[config.mk]
export PLATFORM = sky130hd
export DESIGN_NAME = seg7_scan_display
export DESIGN_NICKNAME = d
export VERILOG_FILES = /design/src/rtl/seg7_scan_display.sv
export SDC_FILE = /design/constraint.sdc
export NUM_CORES = 1
export LEC_CHECK = 0
export BUFFER_PORTS_ARGS = -buffer_cell sky130_fd_sc_hd__buf_2
export CAP_MARGIN = 25
export CORE_AREA = 2 2 100 102
export DETAILED_ROUTE_END_ITERATION = 6
export DIE_AREA = 0 0 102 104
export PLACE_DENSITY = 0.43
export SLEW_MARGIN = 20
export SYNTH_ARGS = -nofsm -noshare
export SYNTH_HDL_FRONTEND = slang
export SYNTH_SLANG_ARGS = --single-unit
[constraint.sdc]
create_clock -name clk -period 4.5 [get_ports clk]
set_input_delay 0.45 -clock clk [delete_from_list [all_inputs] [get_ports clk]]
set_output_delay 0.45 -clock clk [all_outputs]
set_load 0.02 [all_outputs]
[src/rtl/seg7_scan_display.sv]
// seg7_scan_display: N-digit hex value register driving a time-multiplexed
// 7-segment display. A two-state scan FSM alternates a guard interval (all
// anodes off) with a show interval for one digit. It can optionally blank
// leading zeros. All display outputs are registered.
module seg7_scan_display #(
    parameter int NUM_DIGITS    = 4,
    parameter int REFRESH_DIV   = 10000,
    parameter int GUARD_CYCLES  = 16,
    parameter int ACTIVE_LOW    = 1,
    parameter int BLANK_LEADING = 1,
    localparam int IDX_W = (NUM_DIGITS > 1) ? $clog2(NUM_DIGITS) : 1
) (
    input  logic                    clk,
    input  logic                    rst_n,
    input  logic                    dp_ce,
    input  logic [4*NUM_DIGITS-1:0] din,
    output logic [4*NUM_DIGITS-1:0] dp_o,
    output logic [6:0]              dp_out,
    output logic [NUM_DIGITS-1:0]   dp_an,
    output logic [IDX_W-1:0]        digit_idx
);

    localparam int CNT_MAX = (REFRESH_DIV > GUARD_CYCLES) ? REFRESH_DIV : GUARD_CYCLES;
    localparam int CNT_W   = (CNT_MAX > 1) ? $clog2(CNT_MAX) : 1;

    localparam logic [CNT_W-1:0]      SHOW_LAST  = CNT_W'(REFRESH_DIV - 1);
    localparam logic [CNT_W-1:0]      GUARD_LAST = CNT_W'(GUARD_CYCLES - 1);
    localparam logic [IDX_W-1:0]      IDX_LAST   = IDX_W'(NUM_DIGITS - 1);
    localparam logic [6:0]            SEG_OFF    = (ACTIVE_LOW != 0) ? 7'h7F : 7'h00;
    localparam logic [NUM_DIGITS-1:0] AN_OFF     = (ACTIVE_LOW != 0) ? {NUM_DIGITS{1'b1}}
                                                                     : {NUM_DIGITS{1'b0}};

    typedef enum logic {ST_BLANK, ST_SHOW} state_t;

    state_t                  state;
    logic [CNT_W-1:0]        presc;
    logic [NUM_DIGITS-1:0]   blank_vec;
    logic                    zero_above;
    logic [3:0]              cur_nib;
    logic                    cur_blank;
    logic [NUM_DIGITS-1:0]   cur_onehot;
    logic [6:0]              seg_al;
    logic [6:0]              next_seg;
    logic [NUM_DIGITS-1:0]   next_an;

    // Hex nibble to active-low segment pattern {g,f,e,d,c,b,a}
    function automatic logic [6:0] hex_to_seg(input logic [3:0] nib);
        case (nib)
            4'h0:    return 7'b1000000;
            4'h1:    return 7'b1111001;
            4'h2:    return 7'b0100100;
            4'h3:    return 7'b0110000;
            4'h4:    return 7'b0011001;
            4'h5:    return 7'b0010010;
            4'h6:    return 7'b0000010;
            4'h7:    return 7'b1111000;
            4'h8:    return 7'b0000000;
            4'h9:    return 7'b0010000;
            4'hA:    return 7'b0001000;
            4'hB:    return 7'b0000011;
            4'hC:    return 7'b1000110;
            4'hD:    return 7'b0100001;
            4'hE:    return 7'b0000110;
            default: return 7'b0001110;
        endcase
    endfunction

    // Value register: loads din when enabled, holds otherwise
    always_ff @(posedge clk or negedge rst_n) begin
        if (!rst_n) begin
            dp_o <= '0;
        end else if (dp_ce) begin
            dp_o <= din;
        end
    end

    // Leading-zero mask: digit k>0 is blank when it and every higher digit are zero
    always_comb begin
        blank_vec  = '0;
        zero_above = 1'b1;
        for (int k = NUM_DIGITS - 1; k >= 1; k--) begin
            zero_above   = zero_above & (dp_o[4*k +: 4] == 4'h0);
            blank_vec[k] = (BLANK_LEADING != 0) && zero_above;
        end
    end

    // Segment and anode pattern for the digit about to be shown
    always_comb begin
        cur_nib    = 4'h0;
        cur_blank  = 1'b0;
        cur_onehot = '0;
        for (int k = 0; k < NUM_DIGITS; k++) begin
            if (digit_idx == IDX_W'(k)) begin
                cur_nib       = dp_o[4*k +: 4];
                cur_blank     = blank_vec[k];
                cur_onehot[k] = 1'b1;
            end
        end
        seg_al   = cur_blank ? 7'h7F : hex_to_seg(cur_nib);
        next_seg = (ACTIVE_LOW != 0) ? seg_al : ~seg_al;
        next_an  = (ACTIVE_LOW != 0) ? ~cur_onehot : cur_onehot;
    end

    // Scan FSM: guard interval, then show one digit, then advance the index
    always_ff @(posedge clk or negedge rst_n) begin
        if (!rst_n) begin
            state     <= ST_BLANK;
            presc     <= '0;
            digit_idx <= '0;
            dp_out    <= SEG_OFF;
            dp_an     <= AN_OFF;
        end else begin
            case (state)
                ST_BLANK: begin
                    if (presc == GUARD_LAST) begin
                        state  <= ST_SHOW;
                        presc  <= '0;
                        dp_out <= next_seg;
                        dp_an  <= next_an;
                    end else begin
                        presc <= presc + 1'b1;
                    end
                end
                ST_SHOW: begin
                    if (presc == SHOW_LAST) begin
                        state     <= ST_BLANK;
                        presc     <= '0;
                        dp_out    <= SEG_OFF;
                        dp_an     <= AN_OFF;
                        digit_idx <= (digit_idx == IDX_LAST) ? '0 : digit_idx + 1'b1;
                    end else begin
                        presc <= presc + 1'b1;
                    end
                end
                default: begin
                    state  <= ST_BLANK;
                    presc  <= '0;
                    dp_out <= SEG_OFF;
                    dp_an  <= AN_OFF;
                end
            endcase
        end
    end

endmodule
## After elaboration in Yosys (flattened, before gate mapping)

Memory sizes are Yosys's and may differ from the RTL's.
Index checks and enable logic that the tools add are counted.

- Register bits: 44
- ROM bits: 112
- Output and inout bits: 29
- Memories kept: 1

Memories:

| memory | words | width | read ports | clocked after Yosys merged registers in | wr ports | line | text |
|---|---|---|---|---|---|---|---|
| (no name shown) | 16 | 7 | 1 | 0 | 0 | 48 | `case (nib)` |

- Add/sub/neg operators: 2
- Equality and inequality tests: 7
- Muxes and demuxes: 25
- Bitwise operators: 4
- Reductions and logical operators: 6

Operator list:

| kind | count |
|---|---|
| $mux 14 | 2 |
| $pmux 14 s2 | 1 |
| $mux 4 | 6 |
| $mux 7 | 3 |
| $add 14x1->14 const B | 1 |
| $eq 14x14->1 const B | 1 |
| $eq 14x4->1 const B | 1 |
| $pmux 7 s2 | 1 |
| $logic_not 4->1 | 3 |
| $mux 1 | 9 |
| $pmux 4 s2 | 1 |
| $eq 2x2->1 const B | 2 |
| $not 4->4 | 1 |
| $reduce_and 2->1 | 2 |
| $add 2x1->2 const B | 1 |
| $and 1x1->1 | 2 |
| $eq 2x1->1 const B | 1 |
| $logic_not 2->1 | 1 |
| $mux 2 | 1 |
| $ne 2x1->1 const B | 1 |
| $ne 2x2->1 const B | 1 |
| $pmux 1 s2 | 1 |
| $not 1->1 | 1 |

## Longest topological paths before layout

Gate-level depths: netlist (run 1).

- Word-level depth: 9
- Depth in mapped cells: 11

## Least setup slack after synthesis (run 1)

No wires, ideal clock.

- Path type: register to register
- Start: reg digit_idx[1]
- End: reg dp_out[5]
- Arrival time: 2,292 ps
- Required time: 4,438 ps
- Path slack: 2,147 ps
- Cell stages (with the launch flop): 11
- Path buffers: 1
- Cells stage by stage: dfrtp_1 -> inv_1 -> ha_1 -> buf_2 -> nand3b_1 -> a211oi_2 -> inv_1 -> ha_1 -> or2_1 -> a21oi_2 -> o32a_1

- Cells in the longest elaborated chain, start to end: 9
- Elaborated cells on any way between the ends: 15
- Classes of those cells: 3 x eq/ne; 10 x mux; 1 x reduce/logical; 1 x memory

RTL lines:

| what | line | text |
|---|---|---|
| start, declared | 20 | `output logic [IDX_W-1:0] digit_idx` |
| start signal, assigned | 130 | `digit_idx <= (digit_idx == IDX_LAST) ? '0 : digit_idx + 1'b1;` |
| $logic_not 2->1 | 93 | `if (digit_idx == IDX_W'(k)) begin` |
| $mux 4 (4 in a row) | 93 |  |
| $mem_v2 16x7 | -- |  |
| $mux 7 (*) | 99 | `seg_al = cur_blank ? 7'h7F : hex_to_seg(cur_nib);` |
| $mux 7 (*) | 115 | `if (presc == GUARD_LAST) begin` |
| $pmux 7 s2 (*) | 113 | `case (state)` |
| end signal, assigned | 118 | `dp_out <= next_seg;` |
| end, declared | 18 | `output logic [6:0] dp_out,` |

Mark *: on every way between the ends. The rest lies on a longest branch, timed or not. The select of a mux whose other input is x is not followed.
A chain may end at the register's enable or synchronous reset.

## Worst setup path after layout (run 1)

- Start: reg digit_idx[0]
- End: reg dp_out[3]

The elaborated chain is that of the path after synthesis.

==> impl_metrics.csv, run 1 <==
group,metric,value,unit
pwr,leakage,0.001242,uW
cts,clock_latency,300,ps
pwr,intPower,655.5,uW
cts,cts.sink_count,44,
pwr,power_frac_clock,33.6,%
synth,avgSynthCellArea,11.42,um^2
die,start_util,24.52,%
synth,syn_nets,236,
status,outcome,"finished, final reports clean",
cts,post-cts-setup-buffer-count,0,
cts,numCtsBuffers,5,
pwr,pwr_density_cell,324.5,nW/um^2
drt,viasPerCell,4.291,
die,num_io_pins,48,
setup_path,critPathCaptureType,"flip-flop",
sta,max_freq,0.3626,GHz
global_route,grt_max_degree,45,
cts,cts_tree,"yes",
sta,fin_tns_setup,0,ps
sta,fin_crit_sh,61.28,%
cts,hold_buffers,0,
setup_path,criticalPathCategory,"flip-flop to flip-flop",
setup_path,crit_fanout,16,
synth,ys_seq_area_share,47.62,%
drt,post_drt_wl_per_cell,13.57,um
cts,root_buffer,"clkbuf_8",
synth,yosys_register_bits,44,
pwr,power.switching,251.1,uW
synth,syn-cell-area,2341,um^2
sta,tightest_slew,936.7,ps
sta,slew-limit-headroom,37.56,%
cts,cts_resized,0,
finish,area_growth,19.35,%
sta,setup_violations,0,
die,num_rows,36,
finish,n_antenna_cell,0,
pwr,switching_share,27.69,%
pwr,seqPwrFrac,49.5,%
finish,final_core_util,29.26,%
pwr,ir_drop,0.1287,mV
finish,fin_area,2794,um^2
synth,synth_edf_count,0,
min_path,hold_class,"input pin to asynchronous set/reset pin",
placed_design,io_buffers,47,
pwr,combPwrFrac,16.9,%
flow_run,max_cap_violations,0,
finish,drive_gt1_share,37.70,%
finish,final_nets,282,
global_route,first_global_vias,1749,
die,core,9549,um^2
die,die_h,104,um
cts,clock_path_buffers,2,
synth,synth_warnings,0,
global_route,antenna_found_initial,0,
drt,drt-pass1-iter-count,4,
global_route,grt_pass1_wl,8956,um
setup_path,start_kind,"flip-flop",
setup_path,critPathRequiredTime,4740,ps
sta,timing.hold.ws,142.3,ps
pwr,p_total,906.6,uW
sta,rsz0062_at_grt,"false",
drt,detail_route.wirelength,5223,um
cts,clk_pin_slew,90,ps
finish,final_cell_mix,"46 x buf_2, 33 x dfrtp_1, 17 x nor2_1",
drt,via_count,1652,
sta,finalHoldViolCount,0,
setup_path,critPathArrivalTime,2990,ps
placed_design,placed_area,2684,um^2
finish,layout_commonest_cell,"buf_2",
sta,min_period,2758,ps
placed_design,gp_congestion,0.7189,
global_route,grt_use_total,10.56,%
synth,synth_ff_type,"dfrtp_1",
synth,synth_cells,205,
synth,ys_types,43,
synth,async_reset_ff_share,100.0,%
die,dieArea,10610,um^2
global_route,grt-ovfl-total,0,
drt,postRouteAntennaNets,0,
sta,slew_viol_final,0,
drt,route.detailed.drc,0,
die,fp.dieW,102,um
placed_design,dp_hpwl,3749,um
cts,htreeDepth,2,
drt,drt_iter0_markers,26,
sta,skew,10.33,ps
[synthesized netlist by cell type, types with 4 or more instances]
| cell | n | area (um^2) |
|---|---|---|
| nor3b_1 | 4 | 30.03 |
| dfstp_2 | 11 | 289.0 |
| nand3_1 | 6 | 30.03 |
| o32a_1 | 4 | 40.04 |
| nand3b_1 | 4 | 30.03 |
| dfrtp_1 | 33 | 825.8 |
| nor2b_1 | 4 | 25.02 |
| mux2i_1 | 5 | 50.05 |
| nor4_1 | 5 | 31.28 |
| and3_1 | 6 | 37.54 |
| nand2_1 | 12 | 45.04 |
| a21oi_1 | 5 | 25.02 |
| xnor2_1 | 4 | 35.03 |
| mux2_2 | 15 | 168.9 |
| xor2_1 | 8 | 70.07 |
| nor2_1 | 17 | 63.81 |
| inv_1 | 7 | 26.28 |
| ha_1 | 12 | 150.1 |
[power by group through the flow]
stage | registers, uW | logic, uW | clock network [uW]
2_1_floorplan | 484 | 72.2 | 0
3_3_place_gp | 457 | 155 | 0
3_5_place_dp | 457 | 156 | 0
4_1_cts | 449 | 157 | 318
5_1_grt | 453 | 170 | 334
6_report | 448 | 154 | 305
[logic make-up (layout without fill, tap and decap cells)]
logic type,Yosys count,in the layout,share of synthesized area [%]
flops,44,44,47.62
compound gates,31,31,12.13
xor+xnor,12,12,4.490
fa+ha+maj,12,12,6.414
simple gates,70,70,16.19
mux,20,20,9.353
buf+inv,16,63,3.795
[through the flow]
| step | setup WS (ps) | cells |
|---|---|---|
| CTS | 1716 | 385 |
| global route | 1444 | 385 |
| floorplan | 2147 | 205 |
| detailed placement | 1760 | 377 |
| global placement | 1896 | 377 |
| finish | 1742 | 385 |
[per-layer routing]
metal | vias up | routed length, um | global-route usage, %
li1 | 814 | - | -
met1 | 794 | 2720 | 15.69
met2 | 39 | 2214 | 15.41
met3 | 5 | 240 | 2.419
met4 | 0 | 47 | 2.571
met5 | - | 0 | 0
[worst paths after layout]
check / startpoint / endpoint / slack (ps) / cells past startpoint
worst max-delay path: digit_idx[0]$_DFFE_PN0P_ / dp_out[3]$_DFFE_PN1P_ / 1740 / 9
worst min-delay path: rst_n / presc[7]$_DFF_PN0_ / 140 / 1
worst max register to register: digit_idx[0]$_DFFE_PN0P_ / dp_out[3]$_DFFE_PN1P_ / 1740 / 9
worst min register to register: presc[0]$_DFF_PN0_ / presc[0]$_DFF_PN0_ / 470 / 1
max in group asynchronous: rst_n / dp_out[0]$_DFFE_PN1P_ / 3950 / 1
min in group clk: din[15] / dp_o[15]$_DFFE_PN0P_ / 360 / 3
[critical path, cell delays in order, from the launching register on]
cell      delay [ps]
dfrtp_1          430
ha_1             660
a211oi_1         120
a211oi_2         500
inv_1            190
ha_1             330
inv_1             70
a21oi_1           60
a32oi_1          200
o22a_1           150
[cell type report]
type	count	area, um^2
clock buffers	6	72.57
clock inverters	2	35.03
fillers	1048	6755
inverters	8	30.03
multi-input cells	145	1137
flip-flops and latches	44	1115
well taps	133	166.4
repair buffers	47	237.7
[registers in the layout (all words and copies together) (netlist names)]
signal and count:
dp_o 16, presc 14, dp_out 7, dp_an 4, digit_idx 2, state 1
No activity file was read; power rests on OpenSTA's default activity.
==> inputs of run 2 (changes only) <==
--- a/config.mk
+++ b/config.mk
@@ -10,7 +10,7 @@
 export CORE_AREA = 2 2 100 102
 export DETAILED_ROUTE_END_ITERATION = 6
 export DIE_AREA = 0 0 102 104
-export PLACE_DENSITY = 0.43
+export PLACE_DENSITY = 0.45
 export SLEW_MARGIN = 20
 export SYNTH_ARGS = -nofsm -noshare
 export SYNTH_HDL_FRONTEND = slang
==> constraint.sdc (replaced) <==
create_clock -name clk -period 2.3 [get_ports clk]
set_input_delay 0.23 -clock clk [delete_from_list [all_inputs] [get_ports clk]]
set_output_delay 0.23 -clock clk [all_outputs]
set_load 0.02 [all_outputs]
==> run 2 against run 1 <==
- maximum frequency grew 31%
- global-route usage shrank 0.41 points
- largest cell class unchanged
- first-iteration DRC count grew to 3.3 times the previous value
- sequential share of layout area shrank 1.9 points
- count of clock-buffer cells in the layout grew 1
- total power grew 89%
- routed wire length shrank 2.3%
- critical path depth grew 1
- largest power group unchanged
- highest routed layer unchanged
- register-to-register slack lost 1500 ps
==> impl_metrics.csv, run 2 (synthesis results as in run 1) <==
group,metric,value,unit
min_path,holdPathEnd,"dp_o[14]$_DFFE_PN0P_",
cts,numCtsBuffers,5,
finish,largest_register_ff_count,16,
pwr,combPwrFrac,19.0,%
finish,n_fill_cell,1007,
setup_path,criticalPathCategory,"flip-flop to flip-flop",
min_path,hold_class,"input pin to flip-flop",
pwr,intPower,1226,uW
drt,viasPerCell,4.277,
setup_path,critPathRequiredTime,2540,ps
placed_design,gp_congestion,0.7718,
sta,setup_violations,0,
placed_design,io_buffers,47,
finish,drive_gt1_share,44.03,%
status,outcome,"finished, final reports clean",
placed_design,dp_hpwl,3930,um
cts,clock_path_buffers,2,
die,num_io_pins,48,
setup_path,critPathArrivalTime,2340,ps
finish,final_nets,298,
global_route,antenna_found_initial,0,
drt,drt_iter0_markers,85,
finish,top_regs,"dp_o x16, presc x14, dp_out x7",
global_route,grt_max_degree,20,
drt,post_drt_wl_per_cell,12.73,um
die,dieArea,10610,um^2
cts,clk_pin_slew,80,ps
sta,min_period,2100,ps
pwr,ir_drop,0.2141,mV
placed_design,dp_cells,390,
global_route,grt_pass1_wl,8659,um
setup_path,r2r_start,"digit_idx[0]$_DFFE_PN0P_",
die,core,9549,um^2
drt,drt-pass1-iter-count,4,
setup_path,critPathCaptureType,"flip-flop",
pwr,power_frac_clock,29.8,%
sta,slew-limit-headroom,71.35,%
finish,final_cell_mix,"47 x buf_2, 31 x dfrtp_1, 17 x nor2_1",
global_route,grt_use_total,10.15,%
global_route,first_global_vias,1732,
setup_path,rr_worst_depth,10,
finish,final_core_util,30.80,%
sta,finalHoldViolCount,0,
die,num_rows,36,
setup_path,r2r_slack,200,ps
pwr,pwr_density_cell,582.3,nW/um^2
sta,max_freq,0.4763,GHz
sta,skew,7.984,ps
finish,area_growth,25.65,%
cts,cts_tree,"yes",
sta,rsz0062_at_grt,"false",
sta,fin_tns_setup,0,ps
sta,fin_crit_sh,91.29,%
finish,fin_cells,401,
sta,tightest_slew,429.8,ps
setup_path,crit_fanout,6,
pwr,seqPwrFrac,51.2,%
cts,root_buffer,"clkbuf_8",
drt,postRouteAntennaNets,0,
global_route,grt-ovfl-total,0,
die,die_h,104,um
finish,n_antenna_cell,0,
finish,top_register,"dp_o",
cts,clock_latency,290,ps
cts,htreeDepth,2,
setup_path,rr_endpoint,"dp_out[3]$_DFFE_PN1P_",
pwr,switching_share,28.40,%
finish,layout_commonest_cell,"buf_2",
die,start_util,24.52,%
die,fp.dieW,102,um
pwr,power.switching,486.5,uW
drt,via_count,1715,
pwr,leakage,0.001310,uW
flow_run,max_cap_violations,0,
min_path,min_from,"din[14]",
setup_path,start_kind,"flip-flop",
cts,cts.sink_count,44,
drt,detail_route.wirelength,5104,um
sta,slew_viol_final,0,
drt,route.detailed.drc,0,
min_path,whs_path_depth,3,
## run 2: cell types whose count changed in the layout (fill, tap and decap cells not counted), moves of 2 or more
cell,previous run,this run
buf_4,1,14
ha_2,0,3
dfrtp_2,0,2
dfrtp_1,33,31
ha_1,12,9
## run 2: worst max path at each step
stage,from,to,slack [ps],cells past startpoint
6_report,digit_idx[0]$_DFFE_PN0P_,dp_out[3]$_DFFE_PN1P_,200,10
2_1_floorplan,digit_idx[0]$_DFFE_PN0P_,dp_out[5]$_DFFE_PN1P_,20,10
5_1_grt,digit_idx[0]$_DFFE_PN0P_,dp_out[3]$_DFFE_PN1P_,20,10
3_5_place_dp,digit_idx[0]$_DFFE_PN0P_,dp_out[4]$_DFFE_PN1P_,30,9
4_1_cts,digit_idx[0]$_DFFE_PN0P_,dp_out[4]$_DFFE_PN1P_,8,9
3_3_place_gp,digit_idx[1]$_DFFE_PN0P_,dp_out[0]$_DFFE_PN1P_,90,9
## run 2: through the flow
stage	worst slack, ps	cell area (um^2)	total power, uW	hold WS (ps)
after CTS	7.732	2907	1737	141.5
after global placement	94.33	2803	1216	218.2
after floorplan	21.24	2350	1090	-65.59
after detailed placement	28.84	2803	1216	197.5
after global routing	20.16	2942	1811	148.2
final	200.4	2942	1713	150.5
## run 2: power groups by stage
stage / clock network (uW) / registers, uW / logic, uW
finish: 510 / 878 / 326
global placement: 0 / 895 / 321
floorplan: 0 / 947 / 143
CTS: 533 / 879 / 325
detailed placement: 0 / 894 / 322
global route: 564 / 888 / 359
## run 2: timing repair
item                                    CTS  global route
hold endpoints to repair                 10             0
hold buffers                              1             0
setup buffers                             0             2
resized for setup                         0             7
endpoints found under the setup margin    0             7
## run 2: worst max-delay path: stages (launching register included)
cell,delay (ps)
dfrtp_2,450
inv_1,110
ha_1,260
nand3b_1,140
a211oi_4,230
inv_1,120
ha_1,310
inv_1,70
a21oi_1,60
a32oi_1,150
o22a_1,140
## run 2: per-layer routing
| layer | up-vias | GRT usage, % | wire length (um) |
|---|---|---|---|
| met3 | 6 | 2.755 | 257 |
| met4 | 0 | 2.857 | 68 |
| met1 | 827 | 14.13 | 2490 |
| met5 | - | 0 | 0 |
| met2 | 35 | 15.41 | 2287 |
| li1 | 847 | - | - |
## run 2: cell type report
class,instances,area (um^2),area share [%]
Multi-Input combinational cell,145,1164,39.56
Timing Repair Buffer,63,370.4,12.59
Clock inverter,1,7.507,0.2552
Tap cell,133,166.4,5.657
Sequential cell,44,1117,37.98
Clock buffer,7,86.33,2.935
Inverter,8,30.03,1.021
==> inputs of run 3 (changes only) <==
--- a/config.mk
+++ b/config.mk
@@ -5,12 +5,13 @@
 export SDC_FILE = /design/constraint.sdc
 export NUM_CORES = 1
 export LEC_CHECK = 0
+export ABC_AREA = 1
 export BUFFER_PORTS_ARGS = -buffer_cell sky130_fd_sc_hd__buf_2
 export CAP_MARGIN = 25
-export CORE_AREA = 2 2 100 102
+export CORE_AREA = 2 2 85 128
 export DETAILED_ROUTE_END_ITERATION = 6
-export DIE_AREA = 0 0 102 104
-export PLACE_DENSITY = 0.45
+export DIE_AREA = 0 0 87 130
+export PLACE_DENSITY = 0.44
 export SLEW_MARGIN = 20
 export SYNTH_ARGS = -nofsm -noshare
 export SYNTH_HDL_FRONTEND = slang
==> run 3 against run 2 <==
- synthesized cell count up 56%
- largest cell class unchanged
- critical endpoint is now dp_out[0]$_DFFE_PN1P_
- die area up 6.6%
- maximum frequency up 0.99%
- via count up 26%
- highest routed layer unchanged
- sequential power down 0.6%
- synthesized area up 7.3%
- critical path depth up 4
- worst hold slack worse by 130 ps
- clock power up 45%
- setup slack better by 21 ps
- sequential share of layout area down 1.5 points
- first-iteration DRC count down 51%
==> impl_metrics.csv, run 3 <==
group,metric,value,unit
global_route,first_global_vias,2194,
global_route,grt_use_total,11.91,%
cts,clk_pin_slew,60,ps
synth,async_reset_ff_share,100.0,%
die,die_h,130,um
synth,ys_types,27,
pwr,ir_drop,0.2182,mV
finish,n_antenna_cell,0,
synth,netlist_top_cells_count,"79 x nand2_1, 48 x inv_1, 33 x dfrtp_1",
drt,post_drt_wl_per_cell,12.99,um
sta,tightest_slew,577.6,ps
die,num_io_pins,48,
cts,htreeDepth,2,
die,start_util,24.37,%
setup_path,crit_fanout,8,
synth,syn_nets,350,
finish,area_growth,21.57,%
sta,min_period,2079,ps
synth,synth_cells,319,
finish,largest_register_ff_count,16,
sta,max_freq,0.4810,GHz
die,core,10300,um^2
synth,yosysMostFrequentCell,"nand2_1",
placed_design,io_buffers,47,
setup_path,critPathCaptureType,"flip-flop",
flow_run,max_cap_violations,0,
cts,clock_path_buffers,2,
placed_design,placed_area,2895,um^2
finish,final_nets,402,
synth,yosys.area.top_type_share,32.88,%
finish,final_core_util,29.63,%
finish,top_register,"dp_o",
sta,fin_crit_sh,90.39,%
setup_path,worst_path_most_repeated_cell,"inv_1",
status,outcome,"finished, final reports clean",
placed_design,dp_slack,27.65,ps
setup_path,start_kind,"flip-flop",
cts,cts_tree,"yes",
global_route,antenna_found_initial,0,
die,num_rows,46,
setup_path,critPathArrivalTime,2300,ps
finish,drive_gt1_share,25.27,%
pwr,pwr_density_cell,630.1,nW/um^2
finish,fin_area,3053,um^2
synth,yosys-top-cells-area,"dfrtp_1 33%, nand2_1 12%, dfstp_2 12%",
setup_path,criticalPathCategory,"flip-flop to flip-flop",
drt,via_count,2162,
finish,layout_commonest_cell,"nand2_1",
pwr,leakage,0.001547,uW
cts,root_buffer,"clkbuf_16",
setup_path,cp_cell_sequence,"inv_1 > ha_2 > inv_1 > nand2_1 > nand2_1 > nand2_2 > inv_1 > ha_1 > inv_1 > nand3_1 > nand3_1 > nand3_1 > nand2_1 > inv_1",
sta,setup_violations,0,
sta,skew,4.001,ps
cts,hold_buffers,0,
global_route,grt-ovfl-total,0,
synth,yosysTopAreaCell,"dfrtp_1",
sta,rsz0062_at_grt,"true",
cts,numCtsBuffers,5,
die,fp.dieW,87,um
setup_path,rr_endpoint,"dp_out[0]$_DFFE_PN1P_",
drt,route.detailed.drc,0,
sta,finalHoldViolCount,0,
synth,syn-cell-area,2511,um^2
drt,viasPerCell,4.394,
synth,avgSynthCellArea,7.872,um^2
synth,synth_ff_type,"dfrtp_1",
sta,slew_viol_final,0,
cts,cts.sink_count,44,
synth,synth_edf_count,0,
setup_path,r2r_slack,220,ps
finish,n_fill_cell,1093,
setup_path,r2r_start,"digit_idx[0]$_DFFE_PN0P_",
global_route,grt_max_degree,45,
finish,final_cell_mix,"77 x nand2_1, 47 x inv_1, 47 x buf_2",
drt,drt-pass1-iter-count,4,
sta,slew-limit-headroom,61.50,%
cts,clock_latency,290,ps
global_route,grt_pass1_wl,10400,um
synth,yosys_register_bits,44,
pwr,p_total,1924,uW
drt,detail_route.wirelength,6391,um
setup_path,critPathRequiredTime,2530,ps
finish,top_regs,"dp_o x16, presc x14, dp_out x7",
setup_path,slowest_delay,430,ps
setup_path,rr_worst_depth,14,
min_path,hold_class,"input pin to asynchronous set/reset pin",
synth,ys_seq_area_share,44.39,%
sta,fin_ws,221.0,ps
drt,drt_iter0_markers,42,
synth,synth_warnings,0,
drt,postRouteAntennaNets,0,
setup_path,cpMaxStageDelayCell,"dfrtp_1",
die,dieArea,11310,um^2
placed_design,gp_congestion,0.8241,
placed_design,dp_hpwl,4945,um
-- run 3: how the worst max path moves through the flow --
stage / start / end / slack [ps] / depth (start not counted)
after floorplan: digit_idx[0]$_DFFE_PN0P_ / dp_out[0]$_DFFE_PN1P_ / 210 / 15
after global placement: digit_idx[0]$_DFFE_PN0P_ / dp_out[3]$_DFFE_PN1P_ / 70 / 14
after detailed placement: digit_idx[0]$_DFFE_PN0P_ / dp_out[0]$_DFFE_PN1P_ / 30 / 14
after CTS: digit_idx[0]$_DFFE_PN0P_ / dp_out[0]$_DFFE_PN1P_ / 4 / 14
after global routing: digit_idx[0]$_DFFE_PN0P_ / dp_out[0]$_DFFE_PN1P_ / -9 / 14
final: digit_idx[0]$_DFFE_PN0P_ / dp_out[0]$_DFFE_PN1P_ / 220 / 14
-- run 3: cells by family (layout without fill, tap and decap cells) --
kind of cell | after synthesis | count (layout) | synth area share [%]
fa+ha+maj | 12 | 12 | 5.979
flops | 44 | 44 | 44.39
simple gates | 159 | 159 | 27.95
mux | 5 | 5 | 2.242
xor+xnor | 8 | 8 | 2.790
compound gates | 35 | 35 | 7.873
buf+inv | 56 | 109 | 8.768
-- run 3: power breakdown --
part,leakage (uW),internal (uW),switching [uW],total (uW)
combinational,0.000947,105,203,308
sequential,0.000530,836,37.3,873
clock,0.0000701,433,309,742
-- run 3: layout make-up --
type | count | area, um^2 | area share (%)
multi-input combinational | 219 | 1184 | 38.77
sequential | 44 | 1115 | 36.52
timing repair buffer | 51 | 265.3 | 8.689
inverter | 50 | 188.9 | 6.189
tap | 120 | 150.1 | 4.918
clock buffer | 7 | 142.6 | 4.672
clock inverter | 1 | 7.507 | 0.2459
-- run 3: timing repair --
action | in CTS | in global routing
setup endpoints to repair | 0 | 7
resized for setup | 0 | 4
setup buffers | 0 | 0
-- run 3: stage by stage --
stage                     instances  hold slack [ps]  setup TNS, ps
after floorplan                 319           -65.59              0
after global placement          484            362.1              0
after detailed placement        484            361.8              0
after CTS                       492            48.86              0
after global routing            492            71.70         -8.790
final                           492            18.42              0
-- run 3: per-layer routing --
layer | GRT usage (%) | up-vias | share of wire (%)
met5 | 0 | - | 0
met4 | 6.250 | 0 | 3.4
met3 | 2.530 | 16 | 3.7
met2 | 20.57 | 43 | 50
met1 | 13.60 | 994 | 43
li1 | - | 1109 | -
-- run 3: worst max-delay path: cells and delay by family, from the launching register on --
| kind | cells | cell delay (ps) |
|---|---|---|
| adder cells (fa/ha/maj) | 2 | 500 |
| buffers and inverters | 5 | 470 |
| flip-flops | 1 | 430 |
| AND/OR/NAND/NOR | 7 | 620 |
